`config.mk`:
```
export PLATFORM = sky130hd
export DESIGN_NAME = pipeline_ctrl_flat
export DESIGN_NICKNAME = d
export VERILOG_FILES = /design/src/rtl/pipeline_ctrl_if.sv /design/src/rtl/pipeline_ctrl.sv /design/src/flat_wrapper.sv
export SDC_FILE = /design/constraint.sdc
export NUM_CORES = 1
export LEC_CHECK = 0
export CAP_MARGIN = 10
export CORE_ASPECT_RATIO = 1.4
export CORE_MARGIN = 5
export CORE_UTILIZATION = 30
export CTS_CLUSTER_DIAMETER = 120
export DETAILED_ROUTE_END_ITERATION = 7
export HOLD_SLACK_MARGIN = 0.05
export PLACE_DENSITY = 0.54
export SETUP_SLACK_MARGIN = 0.2
export SLEW_MARGIN = 20
export SYNTH_ARGS = -nofsm -noshare
export SYNTH_HDL_FRONTEND = slang
export SYNTH_SLANG_ARGS = --single-unit
```
`constraint.sdc`:
```
create_clock -name clk -period 2.4 [get_ports clk]
set_clock_uncertainty 0.2 [all_clocks]
set_input_delay 0.48 -clock clk [delete_from_list [all_inputs] [get_ports clk]]
set_output_delay 0.48 -clock clk [all_outputs]
set_load 0.02 [all_outputs]
```
`src/rtl/pipeline_ctrl_if.sv`:
```
// Hazard/stall interface between the pipeline datapath and pipeline_ctrl.
// master: the controller side; slave: the datapath side.
interface pipeline_ctrl_if;
  logic [4:0]  id_rs1_addr;
  logic [4:0]  id_rs2_addr;
  logic        id_rs1_used;
  logic        id_rs2_used;
  logic [4:0]  ex_rd_addr;
  logic        ex_rf_wen;
  logic        ex_is_load;
  logic [4:0]  mem_rd_addr;
  logic        mem_rf_wen;
  logic        ex_br_taken;
  logic        dmem_req;
  logic        dmem_ack;
  logic        pc_en;
  logic        if_id_en;
  logic        id_ex_en;
  logic        ex_mem_en;
  logic        mem_wb_en;
  logic        if_id_flush;
  logic        id_ex_flush;
  logic        pc_sel_br;
  logic [15:0] stall_cnt;
  logic        mem_timeout;

  modport master (
    input  id_rs1_addr, id_rs2_addr, id_rs1_used, id_rs2_used,
    input  ex_rd_addr, ex_rf_wen, ex_is_load, mem_rd_addr, mem_rf_wen,
    input  ex_br_taken, dmem_req, dmem_ack,
    output pc_en, if_id_en, id_ex_en, ex_mem_en, mem_wb_en,
    output if_id_flush, id_ex_flush, pc_sel_br, stall_cnt, mem_timeout
  );

  modport slave (
    output id_rs1_addr, id_rs2_addr, id_rs1_used, id_rs2_used,
    output ex_rd_addr, ex_rf_wen, ex_is_load, mem_rd_addr, mem_rf_wen,
    output ex_br_taken, dmem_req, dmem_ack,
    input  pc_en, if_id_en, id_ex_en, ex_mem_en, mem_wb_en,
    input  if_id_flush, id_ex_flush, pc_sel_br, stall_cnt, mem_timeout
  );
endinterface

```
`src/rtl/pipeline_ctrl.sv`:
```
// 5-stage pipeline stall/flush controller: boot sequencing, memory freeze, branch flush, data hazards.
// Optional macro FWD_EN: EX/MEM forwarding present, only load-use hazards stall.
module pipeline_ctrl #(
  parameter int unsigned MWAIT_MAX = 255
) (
  input logic             clk,
  input logic             rst,
  pipeline_ctrl_if.master bus
);

  localparam int unsigned WW = (MWAIT_MAX < 2) ? 1 : $clog2(MWAIT_MAX + 1);
  localparam logic [WW-1:0] WMAX = WW'(MWAIT_MAX);

  typedef enum logic [1:0] {BOOT, RUN, MWAIT} state_t;

  state_t        state_q, state_d;
  logic          boot_cnt_q, boot_cnt_d;
  logic [WW-1:0] wait_cnt_q, wait_cnt_d;
  logic [15:0]   stall_cnt_q, stall_cnt_d;
  logic          mem_timeout_q, mem_timeout_d;

  logic pc_en, if_id_en, id_ex_en, ex_mem_en, mem_wb_en;
  logic if_id_flush, id_ex_flush, pc_sel_br;
  logic apply_run;
  logic ex_hit, mem_hit, hazard;

  function automatic logic src_match(input logic used, input logic [4:0] src,
                                     input logic wen, input logic [4:0] rd);
    return used && wen && (src != '0) && (src == rd);
  endfunction

  always_comb begin
    ex_hit  = src_match(bus.id_rs1_used, bus.id_rs1_addr, bus.ex_rf_wen, bus.ex_rd_addr)
            | src_match(bus.id_rs2_used, bus.id_rs2_addr, bus.ex_rf_wen, bus.ex_rd_addr);
    mem_hit = src_match(bus.id_rs1_used, bus.id_rs1_addr, bus.mem_rf_wen, bus.mem_rd_addr)
            | src_match(bus.id_rs2_used, bus.id_rs2_addr, bus.mem_rf_wen, bus.mem_rd_addr);
`ifdef FWD_EN
    hazard  = ex_hit & bus.ex_is_load;
`else
    hazard  = ex_hit | mem_hit;
`endif
  end

`ifdef FWD_EN
  logic unused_mem_hit;
  assign unused_mem_hit = mem_hit;
`else
  logic unused_is_load;
  assign unused_is_load = bus.ex_is_load;
`endif

  always_comb begin
    state_d       = state_q;
    boot_cnt_d    = boot_cnt_q;
    wait_cnt_d    = wait_cnt_q;
    stall_cnt_d   = stall_cnt_q;
    mem_timeout_d = mem_timeout_q;
    apply_run     = 1'b0;
    pc_en         = 1'b0;
    if_id_en      = 1'b0;
    id_ex_en      = 1'b0;
    ex_mem_en     = 1'b0;
    mem_wb_en     = 1'b0;
    if_id_flush   = 1'b0;
    id_ex_flush   = 1'b0;
    pc_sel_br     = 1'b0;

    unique case (state_q)
      BOOT: begin
        if_id_flush = 1'b1;
        id_ex_flush = 1'b1;
        if (boot_cnt_q) begin
          boot_cnt_d = 1'b0;
          state_d    = RUN;
        end else begin
          boot_cnt_d = 1'b1;
        end
      end
      RUN: begin
        if (bus.dmem_req && !bus.dmem_ack) begin
          state_d    = MWAIT;
          wait_cnt_d = '0;
        end else begin
          apply_run = 1'b1;
        end
      end
      MWAIT: begin
        if (bus.dmem_ack) begin
          apply_run  = 1'b1;
          state_d    = RUN;
          wait_cnt_d = '0;
        end else begin
          // Counter saturates at the limit; the FSM keeps waiting for ack.
          wait_cnt_d    = (wait_cnt_q == WMAX) ? WMAX : wait_cnt_q + 1'b1;
          mem_timeout_d = mem_timeout_q | (wait_cnt_d == WMAX);
        end
      end
      default: state_d = BOOT;
    endcase

    if (apply_run) begin
      pc_en     = 1'b1;
      if_id_en  = 1'b1;
      id_ex_en  = 1'b1;
      ex_mem_en = 1'b1;
      mem_wb_en = 1'b1;
      if (bus.ex_br_taken) begin
        pc_sel_br   = 1'b1;
        if_id_flush = 1'b1;
        id_ex_flush = 1'b1;
      end else if (hazard) begin
        pc_en       = 1'b0;
        if_id_en    = 1'b0;
        id_ex_flush = 1'b1;
      end
    end

    if (state_q != BOOT && !pc_en && stall_cnt_q != '1)
      stall_cnt_d = stall_cnt_q + 1'b1;

    if (rst) begin
      state_d       = BOOT;
      boot_cnt_d    = 1'b0;
      wait_cnt_d    = '0;
      stall_cnt_d   = '0;
      mem_timeout_d = 1'b0;
      pc_en         = 1'b0;
      if_id_en      = 1'b0;
      id_ex_en      = 1'b0;
      ex_mem_en     = 1'b0;
      mem_wb_en     = 1'b0;
      pc_sel_br     = 1'b0;
      if_id_flush   = 1'b1;
      id_ex_flush   = 1'b1;
    end
  end

  always_ff @(posedge clk) begin
    state_q       <= state_d;
    boot_cnt_q    <= boot_cnt_d;
    wait_cnt_q    <= wait_cnt_d;
    stall_cnt_q   <= stall_cnt_d;
    mem_timeout_q <= mem_timeout_d;
  end

  assign bus.pc_en       = pc_en;
  assign bus.if_id_en    = if_id_en;
  assign bus.id_ex_en    = id_ex_en;
  assign bus.ex_mem_en   = ex_mem_en;
  assign bus.mem_wb_en   = mem_wb_en;
  assign bus.if_id_flush = if_id_flush;
  assign bus.id_ex_flush = id_ex_flush;
  assign bus.pc_sel_br   = pc_sel_br;
  assign bus.stall_cnt   = stall_cnt_q;
  assign bus.mem_timeout = mem_timeout_q;

endmodule
```
`src/flat_wrapper.sv`:
```
// flat-port wrapper written by rule: the top's interface ports become plain ports
module pipeline_ctrl_flat 
#(
  parameter int unsigned MWAIT_MAX = 255
)
  (clk, rst, bus_id_rs1_addr, bus_id_rs2_addr, bus_id_rs1_used, bus_id_rs2_used, bus_ex_rd_addr, bus_ex_rf_wen, bus_ex_is_load, bus_mem_rd_addr, bus_mem_rf_wen, bus_ex_br_taken, bus_dmem_req, bus_dmem_ack, bus_pc_en, bus_if_id_en, bus_id_ex_en, bus_ex_mem_en, bus_mem_wb_en, bus_if_id_flush, bus_id_ex_flush, bus_pc_sel_br, bus_stall_cnt, bus_mem_timeout);
  pipeline_ctrl_if bus_i ();
  input logic clk;
  input logic rst;
  input wire logic [$bits(bus_i.id_rs1_addr)-1:0] bus_id_rs1_addr;
  input wire logic [$bits(bus_i.id_rs2_addr)-1:0] bus_id_rs2_addr;
  input wire logic [$bits(bus_i.id_rs1_used)-1:0] bus_id_rs1_used;
  input wire logic [$bits(bus_i.id_rs2_used)-1:0] bus_id_rs2_used;
  input wire logic [$bits(bus_i.ex_rd_addr)-1:0] bus_ex_rd_addr;
  input wire logic [$bits(bus_i.ex_rf_wen)-1:0] bus_ex_rf_wen;
  input wire logic [$bits(bus_i.ex_is_load)-1:0] bus_ex_is_load;
  input wire logic [$bits(bus_i.mem_rd_addr)-1:0] bus_mem_rd_addr;
  input wire logic [$bits(bus_i.mem_rf_wen)-1:0] bus_mem_rf_wen;
  input wire logic [$bits(bus_i.ex_br_taken)-1:0] bus_ex_br_taken;
  input wire logic [$bits(bus_i.dmem_req)-1:0] bus_dmem_req;
  input wire logic [$bits(bus_i.dmem_ack)-1:0] bus_dmem_ack;
  output wire logic [$bits(bus_i.pc_en)-1:0] bus_pc_en;
  output wire logic [$bits(bus_i.if_id_en)-1:0] bus_if_id_en;
  output wire logic [$bits(bus_i.id_ex_en)-1:0] bus_id_ex_en;
  output wire logic [$bits(bus_i.ex_mem_en)-1:0] bus_ex_mem_en;
  output wire logic [$bits(bus_i.mem_wb_en)-1:0] bus_mem_wb_en;
  output wire logic [$bits(bus_i.if_id_flush)-1:0] bus_if_id_flush;
  output wire logic [$bits(bus_i.id_ex_flush)-1:0] bus_id_ex_flush;
  output wire logic [$bits(bus_i.pc_sel_br)-1:0] bus_pc_sel_br;
  output wire logic [$bits(bus_i.stall_cnt)-1:0] bus_stall_cnt;
  output wire logic [$bits(bus_i.mem_timeout)-1:0] bus_mem_timeout;
  assign bus_i.id_rs1_addr = bus_id_rs1_addr;
  assign bus_i.id_rs2_addr = bus_id_rs2_addr;
  assign bus_i.id_rs1_used = bus_id_rs1_used;
  assign bus_i.id_rs2_used = bus_id_rs2_used;
  assign bus_i.ex_rd_addr = bus_ex_rd_addr;
  assign bus_i.ex_rf_wen = bus_ex_rf_wen;
  assign bus_i.ex_is_load = bus_ex_is_load;
  assign bus_i.mem_rd_addr = bus_mem_rd_addr;
  assign bus_i.mem_rf_wen = bus_mem_rf_wen;
  assign bus_i.ex_br_taken = bus_ex_br_taken;
  assign bus_i.dmem_req = bus_dmem_req;
  assign bus_i.dmem_ack = bus_dmem_ack;
  assign bus_pc_en = bus_i.pc_en;
  assign bus_if_id_en = bus_i.if_id_en;
  assign bus_id_ex_en = bus_i.id_ex_en;
  assign bus_ex_mem_en = bus_i.ex_mem_en;
  assign bus_mem_wb_en = bus_i.mem_wb_en;
  assign bus_if_id_flush = bus_i.if_id_flush;
  assign bus_id_ex_flush = bus_i.id_ex_flush;
  assign bus_pc_sel_br = bus_i.pc_sel_br;
  assign bus_stall_cnt = bus_i.stall_cnt;
  assign bus_mem_timeout = bus_i.mem_timeout;
  pipeline_ctrl #(.MWAIT_MAX(MWAIT_MAX)) u_core (.clk(clk), .rst(rst), .bus(bus_i));
endmodule
```
==> results of run 1 <==
==> path summary, 6_finish.rpt <==
kind	startpoint	to	cells past startpoint
max reg2reg	u_core.bus.stall_cnt[3]	u_core.bus.stall_cnt[13]	6
min	u_core.boot_cnt_q	u_core.boot_cnt_q	2
min reg2reg	u_core.boot_cnt_q	u_core.boot_cnt_q	2
max	bus_id_rs1_addr[1]	u_core.bus.stall_cnt[9]	11
==> per-stage QoR <==
stage	hold slack (ps)	worst slack (ps)	instance area (um^2)	total power, W
floorplan	242	-16.3	2100	0.00113
global placement	249	-881	2820	0.00141
detailed placement	260	-897	2820	0.00142
CTS	279	-120	3030	0.00205
global route	305	-142	3130	0.00226
finish	274	-70.5	3130	0.00212
==> synthesized netlist by cell type, types with 2 or more instances <==
library cell	instances	area, um^2
a211oi_1	2	15.0
a21oi_1	20	100
and2_1	2	12.5
and3_1	4	25.0
buf_4	4	30.0
clkbuf_1	3	11.3
clkbuf_8	3	41.3
dfxtp_1	28	561
ha_1	6	75.1
inv_1	6	22.5
mux2_4	8	120
nand2_1	17	63.8
nand2b_1	3	18.8
nand3_1	12	60.1
nand4_1	8	50.1
nor2_1	23	86.3
nor2b_1	9	56.3
nor3_1	4	20.0
nor3_2	6	60.1
nor3b_2	2	25.0
o21a_1	2	15.0
o21ai_0	5	25.0
o22ai_1	2	12.5
o31ai_1	4	30.0
or2_2	2	12.5
or3_1	4	25.0
or4_1	5	37.5
xnor2_1	21	184
==> power groups by stage <==
stage,logic [W],registers [W],clock network [W]
after floorplan,0.000578,0.000549,0
after global placement,0.000869,0.000541,0
after detailed placement,0.000872,0.000543,0
after CTS,0.00111,0.000539,0.000395
after global routing,0.00129,0.000551,0.000414
final,0.00120,0.000545,0.000380
==> repair_timing <==
action | 4_1_cts | 5_1_grt
pin swaps | 32 | 27
resized for setup | 158 | 25
setup buffers | 6 | 1
setup endpoints to repair | 24 | 24
==> registers in the layout (all words and copies together), names as in the netlist <==
register                flops
u_core.state_q              2
u_core.boot_cnt_q           1
u_core.bus.mem_timeout      1
u_core.wait_cnt_q           8
u_core.bus.stall_cnt       16
==> worst max-delay path, cell delays in order <==
cell     delay (ps)
buf_6           100
buf_6           110
xnor2_2         140
nand4_1         150
o22ai_2         220
a32oi_2          90
buf_4           150
o31a_4          330
buf_8           160
or4_4           410
a21oi_2         130
==> cell type report <==
type / count / area (um^2)
inverters: 6 / 27.5
fillers: 661 / 3430
clock buffers: 3 / 41.3
well taps: 74 / 92.6
repair buffers: 88 / 783
clock inverters: 1 / 30.0
multi-input cells: 190 / 1590
flip-flops and latches: 28 / 567
==> logic make-up (layout without fill, tap and decap cells) <==
group,Yosys count,after routing,synth area share (%)
AO/OA/AOI/OAI,46,46,15.3
XOR/XNOR,21,21,9.08
buffers and inverters,20,98,6.98
AND/OR/NAND/NOR,107,107,30.3
flip-flops,28,28,27.7
multiplexers,10,10,6.98
adder cells (fa/ha/maj),6,6,3.71
==> per-layer routing <==
layer	global-route usage, %	vias to the layer above	wire length [um]
li1	-	1010	-
met1	14.6	976	2300
met2	25.4	38	3060
met3	2.18	2	242
met4	2.95	0	34
met5	0	-	0
==> impl_metrics.yaml, run 1 <==
layout:
  syn2layout_area_growth_pct: 54.7
  drive_above_1_share_pct: 40.8
  diodes: 0
  utilization_pct: 47.7
  nets: 353
  final_cells: 390
  layout_commonest_cell: "dfxtp_1"
  final_cell_mix: "dfxtp_1, buf_4, nor2_1, clkdlybuf4s50_1, buf_6"
drt:
  vias_per_cell: 5.19
  num_vias: 2026
  drtPass1Iterations: 4
  postRouteAntennaNets: 0
  drcViolationCount: 0
  drt_iter0_drc: 60
  avgRoutedWirePerCell_um: 14.5
  drt-total-wl_mm: 5.64
pwr:
  intPower_w: 0.00134
  clkPwrFrac_pct: 17.9
  ir_drop_uv: 424
  p_switching_w: 0.000784
  swShare_pct: 37.0
  powerDensity_nw_per_um2: 677
  seqPwrFrac_pct: 25.7
  p_comb_share_pct: 56.4
  power.leakage_nw: 1.15
sta:
  finalHoldViolCount: 0
  worstMarginPinSlew_ps: 467
  final.min_clock_period_ps: 2470
  finalSetupTns_ps: -440
  setup_ws_ps: -70.5
  rsz0062_at_grt: "true"
  max_clock_freq_ghz: 0.405
  fin_crit_sh_pct: 103
  setup_viol: 9
  relSlewSlack_pct: 68.8
  slew_violations: 0
critical_path:
  cp-start-kind: "primary input"
  cp.arrival_ps: 2480
  end_kind: "register"
  crit_type: "primary input to register"
  r2r_slack_ps: 140
  cp.required_ps: 2410
  crit_path_max_fanout: 7
clocking:
  cts_sinks: 28
  clockRootBuffer: "clkbuf_8"
  clk_pin_slew_worst_paths_ps: 100
  numCtsBuffers: 3
  insertion_delay_ps: 270
  cts_buffer_depth: 2
  hold_buffers: 0
  htree_levels: 1
  cts_tree: "done"
yosys:
  synth.distinct_cells: 51
  synth_nets: 274
  synth_edf_count: 0
  synth_ff_type: "dfxtp_1"
  synth-seq-area-share_pct: 27.7
  async_flop_share_pct: 0
  syn_avg_cell_area_um2: 8.51
  yosys_warnings: 0
  synth_seq_cells: 28
  netlist_area_um2: 2030
  synthCells: 238
floorplanning:
  initial_utilization_pct: 30.8
  core_region_area_um2: 6570
  rows: 35
  die_x_um: 79.5
  dieHeight_um: 107
  io_pins: 55
  die_area_um2: 8520
run_status:
  violations: "negative setup slack"
  run_status: "complete, but fails checks"
global_route:
  grt-ovfl-total: 0
  grt_first_pass_wirelength_mm: 9.18
  antenna_found_initial: 0
  grt_max_degree: 38
  grt_pass1_vias: 1974
  grt.total_usage_pct: 13.2
flow_run:
  maxCapViolCount: 0
placed_design:
  hpwl_mm: 4.19
  globalplace.congestion: 0.781
  port_buffers: 53
  numPlacedInstances: 379
worst_hold_path:
  hold_path_class: "register to register"
Power figures use the tool's default switching activity.
==> inputs of run 2 (changes only) <==
--- a/config.mk
+++ b/config.mk
@@ -9,6 +9,7 @@
 export CORE_ASPECT_RATIO = 1.4
 export CORE_MARGIN = 5
 export CORE_UTILIZATION = 30
+export CTS_BUF_LIST = sky130_fd_sc_hd__clkbuf_2
 export CTS_CLUSTER_DIAMETER = 120
 export DETAILED_ROUTE_END_ITERATION = 7
 export HOLD_SLACK_MARGIN = 0.05
==> impl_metrics.yaml, run 2 (synthesized netlist as in run 1, its figures left out) <==
pwr:
  intPower_w: 0.00134
  ir_drop_uv: 491
  power.leakage_nw: 1.37
  swShare_pct: 37.4
  p_comb_share_pct: 60.8
  powerDensity_nw_per_um2: 666
  seqPwrFrac_pct: 25.2
  p_switching_w: 0.000801
  clkPwrFrac_pct: 14.0
layout:
  largest_reg_flops: 16
  final_cell_mix: "buf_6, buf_4, nor2_1, dfxtp_1, a21oi_1"
  layout_commonest_cell: "buf_6"
  nets: 357
  drive_above_1_share_pct: 43.1
  syn2layout_area_growth_pct: 58.7
  fillers: 651
  diodes: 0
  final_cells: 394
critical_path:
  crit_type: "primary input to output port"
  crit_slowest_cell: "clkdlybuf4s50_1"
  cp-start-kind: "primary input"
  r2r_slack_ps: 90
  end_kind: "output port"
  cp.required_ps: 1720
  worst_r2r_endpoint: "u_core.bus.stall_cnt[11]"
  slowest_delay_ps: 460
  cp.arrival_ps: 1880
  cp_cell_sequence: "clkdlybuf4s50_1 > inv_1 > o21ai_4 > a21boi_4 > a211o_1 > o21bai_1 > buf_4"
  crit_path_max_fanout: 3
  cp_num_buf_inv: 3
  crit_family: "compound AO/OA/AOI/OAI gates"
  r2r-start: "u_core.state_q[1]"
  r2r_cells: 10
clocking:
  numCtsBuffers: 3
  hold_buffers: 0
  cts_buffer_depth: 2
  insertion_delay_ps: 390
  cts_sinks: 28
  clk_pin_slew_worst_paths_ps: 300
  cts_tree: "done"
  htree_levels: 1
  clockRootBuffer: "clkbuf_2"
worst_hold_path:
  hold_path_class: "register to register"
  min_from: "u_core.boot_cnt_q"
  min_path_cells: 2
  hold_path_end: "u_core.boot_cnt_q"
sta:
  setup_viol: 6
  relSlewSlack_pct: 68.1
  hold_ws_ps: 288
  worstMarginPinSlew_ps: 477
  final.min_clock_period_ps: 2560
  rsz0062_at_grt: "true"
  finalHoldViolCount: 0
  slew_violations: 0
  setup_ws_ps: -158
  max_clock_freq_ghz: 0.391
  fin_crit_sh_pct: 107
global_route:
  grt_first_pass_wirelength_mm: 9.36
  grt-ovfl-total: 0
  grt_pass1_vias: 2011
  grt_max_degree: 38
  antenna_found_initial: 0
  grt.total_usage_pct: 13.6
drt:
  drt_iter0_drc: 73
  drcViolationCount: 0
  drtPass1Iterations: 4
  vias_per_cell: 5.18
  drt-total-wl_mm: 5.76
  avgRoutedWirePerCell_um: 14.6
  num_vias: 2040
  postRouteAntennaNets: 0
run_status:
  run_status: "complete, but fails checks"
  violations: "negative setup slack"
floorplanning:
  core_region_area_um2: 6570
  die_area_um2: 8520
  die_x_um: 79.5
  io_pins: 55
  rows: 35
  initial_utilization_pct: 30.8
  dieHeight_um: 107
placed_design:
  globalplace.congestion: 0.781
  numPlacedInstances: 379
  hpwl_mm: 4.19
  port_buffers: 53
flow_run:
  maxCapViolCount: 0
==> run 2: cell count changes in the layout (fill, tap and decap cells not counted), sizes merged <==
cell,change
dlymetal6s2s,+9
clkbuf,-2
buf,+8
clkdlybuf4s15,-2
dlygate4sd2,+1
clkdlybuf4s50,-10
==> run 2: metal layers <==
metal	global-route usage [%]	wire, um
met3	2.86	303
met2	25.8	3110
met4	4.67	94
met1	14.6	2250
met5	0	0
==> run 2: timing repair <==
action | 4_1_cts | 5_1_grt
pin swaps | 45 | 15
setup buffers | 9 | 2
setup endpoints to repair | 30 | 32
resized for setup | 192 | 26
==> run 2: layout make-up <==
type                       instances  area (um^2)  area share (%)
multi-input combinational        190         1590            49.5
timing repair buffer              92          883            27.5
sequential                        28          579            18.0
tap                               74         92.6            2.88
clock inverter                     1         30.0           0.934
inverter                           6         22.5           0.700
clock buffer                       3         15.0           0.467
==> run 2: through the flow <==
step                setup TNS (ps)  utilization, %  power, W  instance area [um^2]  setup WS (ps)
finish                        -385            49.0   0.00214                  3220           -158
global placement            -15630            42.9   0.00141                  2820           -881
CTS                           -525            47.2   0.00204                  3100           -161
global route                 -1180            49.0   0.00228                  3220           -226
detailed placement          -16020            42.9   0.00142                  2820           -897
floorplan                    -16.3               -   0.00113                  2100          -16.3
==> run 2: worst max-delay path by stage <==
stage,startpoint,end,slack [ps],cells after the start
global placement,bus_id_rs1_addr[0],bus_pc_en,-880,6
global route,u_core.state_q[0],bus_id_ex_flush,-230,6
detailed placement,bus_id_rs1_addr[0],bus_if_id_en,-900,6
floorplan,bus_id_rs1_addr[1],bus_pc_en,-20,5
finish,bus_dmem_req,bus_id_ex_flush,-160,7
CTS,u_core.state_q[0],bus_id_ex_flush,-160,6
==> run 2: power by group through the flow <==
stage	Clock (W)	Combinational [W]	Sequential, W
finish	0.000300	0.00130	0.000539
detailed placement	0	0.000872	0.000543
floorplan	0	0.000578	0.000549
global placement	0	0.000869	0.000541
CTS	0.000310	0.00119	0.000540
global route	0.000332	0.00140	0.000545
==> run 2: worst register-to-register path: cells and delay by family (launching register included) <==
| family | cells | cell delay [ps] |
|---|---|---|
| buffers and inverters | 3 | 320 |
| flip-flops | 1 | 410 |
| AO/OA/AOI/OAI | 4 | 420 |
| AND/OR/NAND/NOR | 2 | 690 |
| adder cells (fa/ha/maj) | 1 | 220 |
==> inputs of run 3 (changes only) <==
--- a/config.mk
+++ b/config.mk
@@ -8,12 +8,12 @@
 export CAP_MARGIN = 10
 export CORE_ASPECT_RATIO = 1.4
 export CORE_MARGIN = 5
-export CORE_UTILIZATION = 30
+export CORE_UTILIZATION = 45
 export CTS_BUF_LIST = sky130_fd_sc_hd__clkbuf_2
 export CTS_CLUSTER_DIAMETER = 120
 export DETAILED_ROUTE_END_ITERATION = 7
 export HOLD_SLACK_MARGIN = 0.05
-export PLACE_DENSITY = 0.54
+export PLACE_DENSITY = 0.76
 export SETUP_SLACK_MARGIN = 0.2
 export SLEW_MARGIN = 20
 export SYNTH_ARGS = -nofsm -noshare
==> impl_metrics.yaml, run 3 (synthesized netlist as in run 1, its figures left out) <==
clocking:
  htree_levels: 1
  insertion_delay_ps: 350
  clockRootBuffer: "clkbuf_2"
  hold_buffers: 0
  cts_tree: "done"
  clk_pin_slew_worst_paths_ps: 250
  cts_buffer_depth: 2
  cts_sinks: 28
  numCtsBuffers: 3
global_route:
  grt_first_pass_wirelength_mm: 9.24
  grt-ovfl-total: 0
  grt.total_usage_pct: 19.9
  grt_max_degree: 38
  antenna_found_initial: 0
  grt_pass1_vias: 1974
floorplanning:
  rows: 29
  io_pins: 55
  initial_utilization_pct: 45.4
  die_area_um2: 5960
  core_region_area_um2: 4460
  die_x_um: 66.7
  dieHeight_um: 89.4
critical_path:
  crit_path_max_fanout: 3
  crit_type: "primary input to output port"
  end_kind: "output port"
  slowest_delay_ps: 520
  cp-start-kind: "primary input"
  cp.arrival_ps: 1820
  crit_family: "compound AO/OA/AOI/OAI gates"
  cp_cell_sequence: "buf_6 > or4_4 > o21a_1 > a32oi_2 > o21a_2 > buf_6"
  cp_num_buf_inv: 2
  cp.required_ps: 1720
  cpMostUsedCell: "buf_6"
  crit_slowest_cell: "or4_4"
sta:
  slew_violations: 0
  setup_viol: 12
  worstMarginPinSlew_ps: 465
  setup_ws_ps: -95.3
  finalSetupTns_ps: -429
  max_clock_freq_ghz: 0.401
  finalHoldViolCount: 0
  hold_ws_ps: 301
  final.min_clock_period_ps: 2500
  relSlewSlack_pct: 68.9
  rsz0062_at_grt: "true"
  fin_crit_sh_pct: 104
run_status:
  run_status: "complete, but fails checks"
  violations: "negative setup slack"
pwr:
  p_total_w: 0.00214
  power.leakage_nw: 1.23
  seqPwrFrac_pct: 24.8
  powerDensity_nw_per_um2: 669
  p_switching_w: 0.000796
  intPower_w: 0.00135
  clkPwrFrac_pct: 13.0
  p_comb_share_pct: 62.2
  ir_drop_uv: 571
  swShare_pct: 37.1
drt:
  drt_iter0_drc: 84
  drtPass1Iterations: 4
  drt-total-wl_mm: 5.77
  num_vias: 2087
  avgRoutedWirePerCell_um: 15.1
  postRouteAntennaNets: 0
  drcViolationCount: 0
  vias_per_cell: 5.46
layout:
  diodes: 0
  nets: 357
  final_cell_mix: "buf_6, buf_4, nor2_1, dfxtp_1, clkdlybuf4s50_1"
  syn2layout_area_growth_pct: 58.1
  largest_reg_flops: 16
  layout_commonest_cell: "buf_6"
  drive_above_1_share_pct: 45.3
worst_hold_path:
  hold_path_class: "register to register"
placed_design:
  port_buffers: 53
  hpwl_mm: 4.07
  globalplace.congestion: 0.800
flow_run:
  maxCapViolCount: 0
[run 3: worst reg2reg max path: stages (launching register included)]
cell and delay, ps:
dfxtp_2 400, ha_1 230, nand3_2 120, nor3_2 60, and3_2 270, or4_1 440, or3_4 380, a21oi_2 130
[run 3: per-stage QoR]
| step | area [um^2] | util (%) | worst slack (ps) | instances |
|---|---|---|---|---|
| detailed placement | 2810 | 63.0 | -896 | 368 |
| global placement | 2810 | 63.0 | -863 | 368 |
| finish | 3200 | 71.7 | -95.3 | 382 |
| CTS | 3120 | 70.0 | -123 | 381 |
| global route | 3200 | 71.7 | -182 | 382 |
| floorplan | 2100 | - | -16.3 | 238 |
[run 3: final timing paths]
kind	end	startpoint	slack [ps]	depth (start not counted)
worst min register to register	u_core.wait_cnt_q[1]	u_core.wait_cnt_q[1]	300	2
worst max register to register	u_core.bus.stall_cnt[13]	u_core.bus.stall_cnt[1]	110	7
worst max-delay path	bus_if_id_en	bus_id_rs1_addr[3]	-100	6
worst min-delay path	u_core.wait_cnt_q[1]	u_core.wait_cnt_q[1]	300	2
[run 3: final cells by class]
| cell class | instances | area [um^2] |
|---|---|---|
| sequential | 28 | 572 |
| fill | 320 | 1260 |
| timing repair buffer | 92 | 862 |
| clock buffer | 3 | 15.0 |
| multi-input combinational | 190 | 1620 |
| tap | 62 | 77.6 |
| clock inverter | 1 | 30.0 |
| inverter | 6 | 22.5 |
[run 3: power by group through the flow]
stage          clock [W]  combinational (W)  sequential, W
5_1_grt         0.000309            0.00142       0.000537
4_1_cts         0.000289            0.00127       0.000530
6_report        0.000279            0.00133       0.000530
3_5_place_dp           0           0.000898       0.000531
2_1_floorplan          0           0.000578       0.000549
3_3_place_gp           0           0.000879       0.000529
[run 3: timing repair]
action | CTS | global route
setup buffers | 9 | 1
endpoints found under the setup margin | 26 | 31
gates resized for setup | 205 | 18
pin swaps | 43 | 17
[run 3: layer usage]
metal  part of all wire [%]  track usage (%)  vias up
li1                       -                -     1023
met1                     38             23.1     1002
met2                     58             38.4       58
met3                    3.9             2.01        4
met4                   0.68             4.44        0
met5                      0                0        -
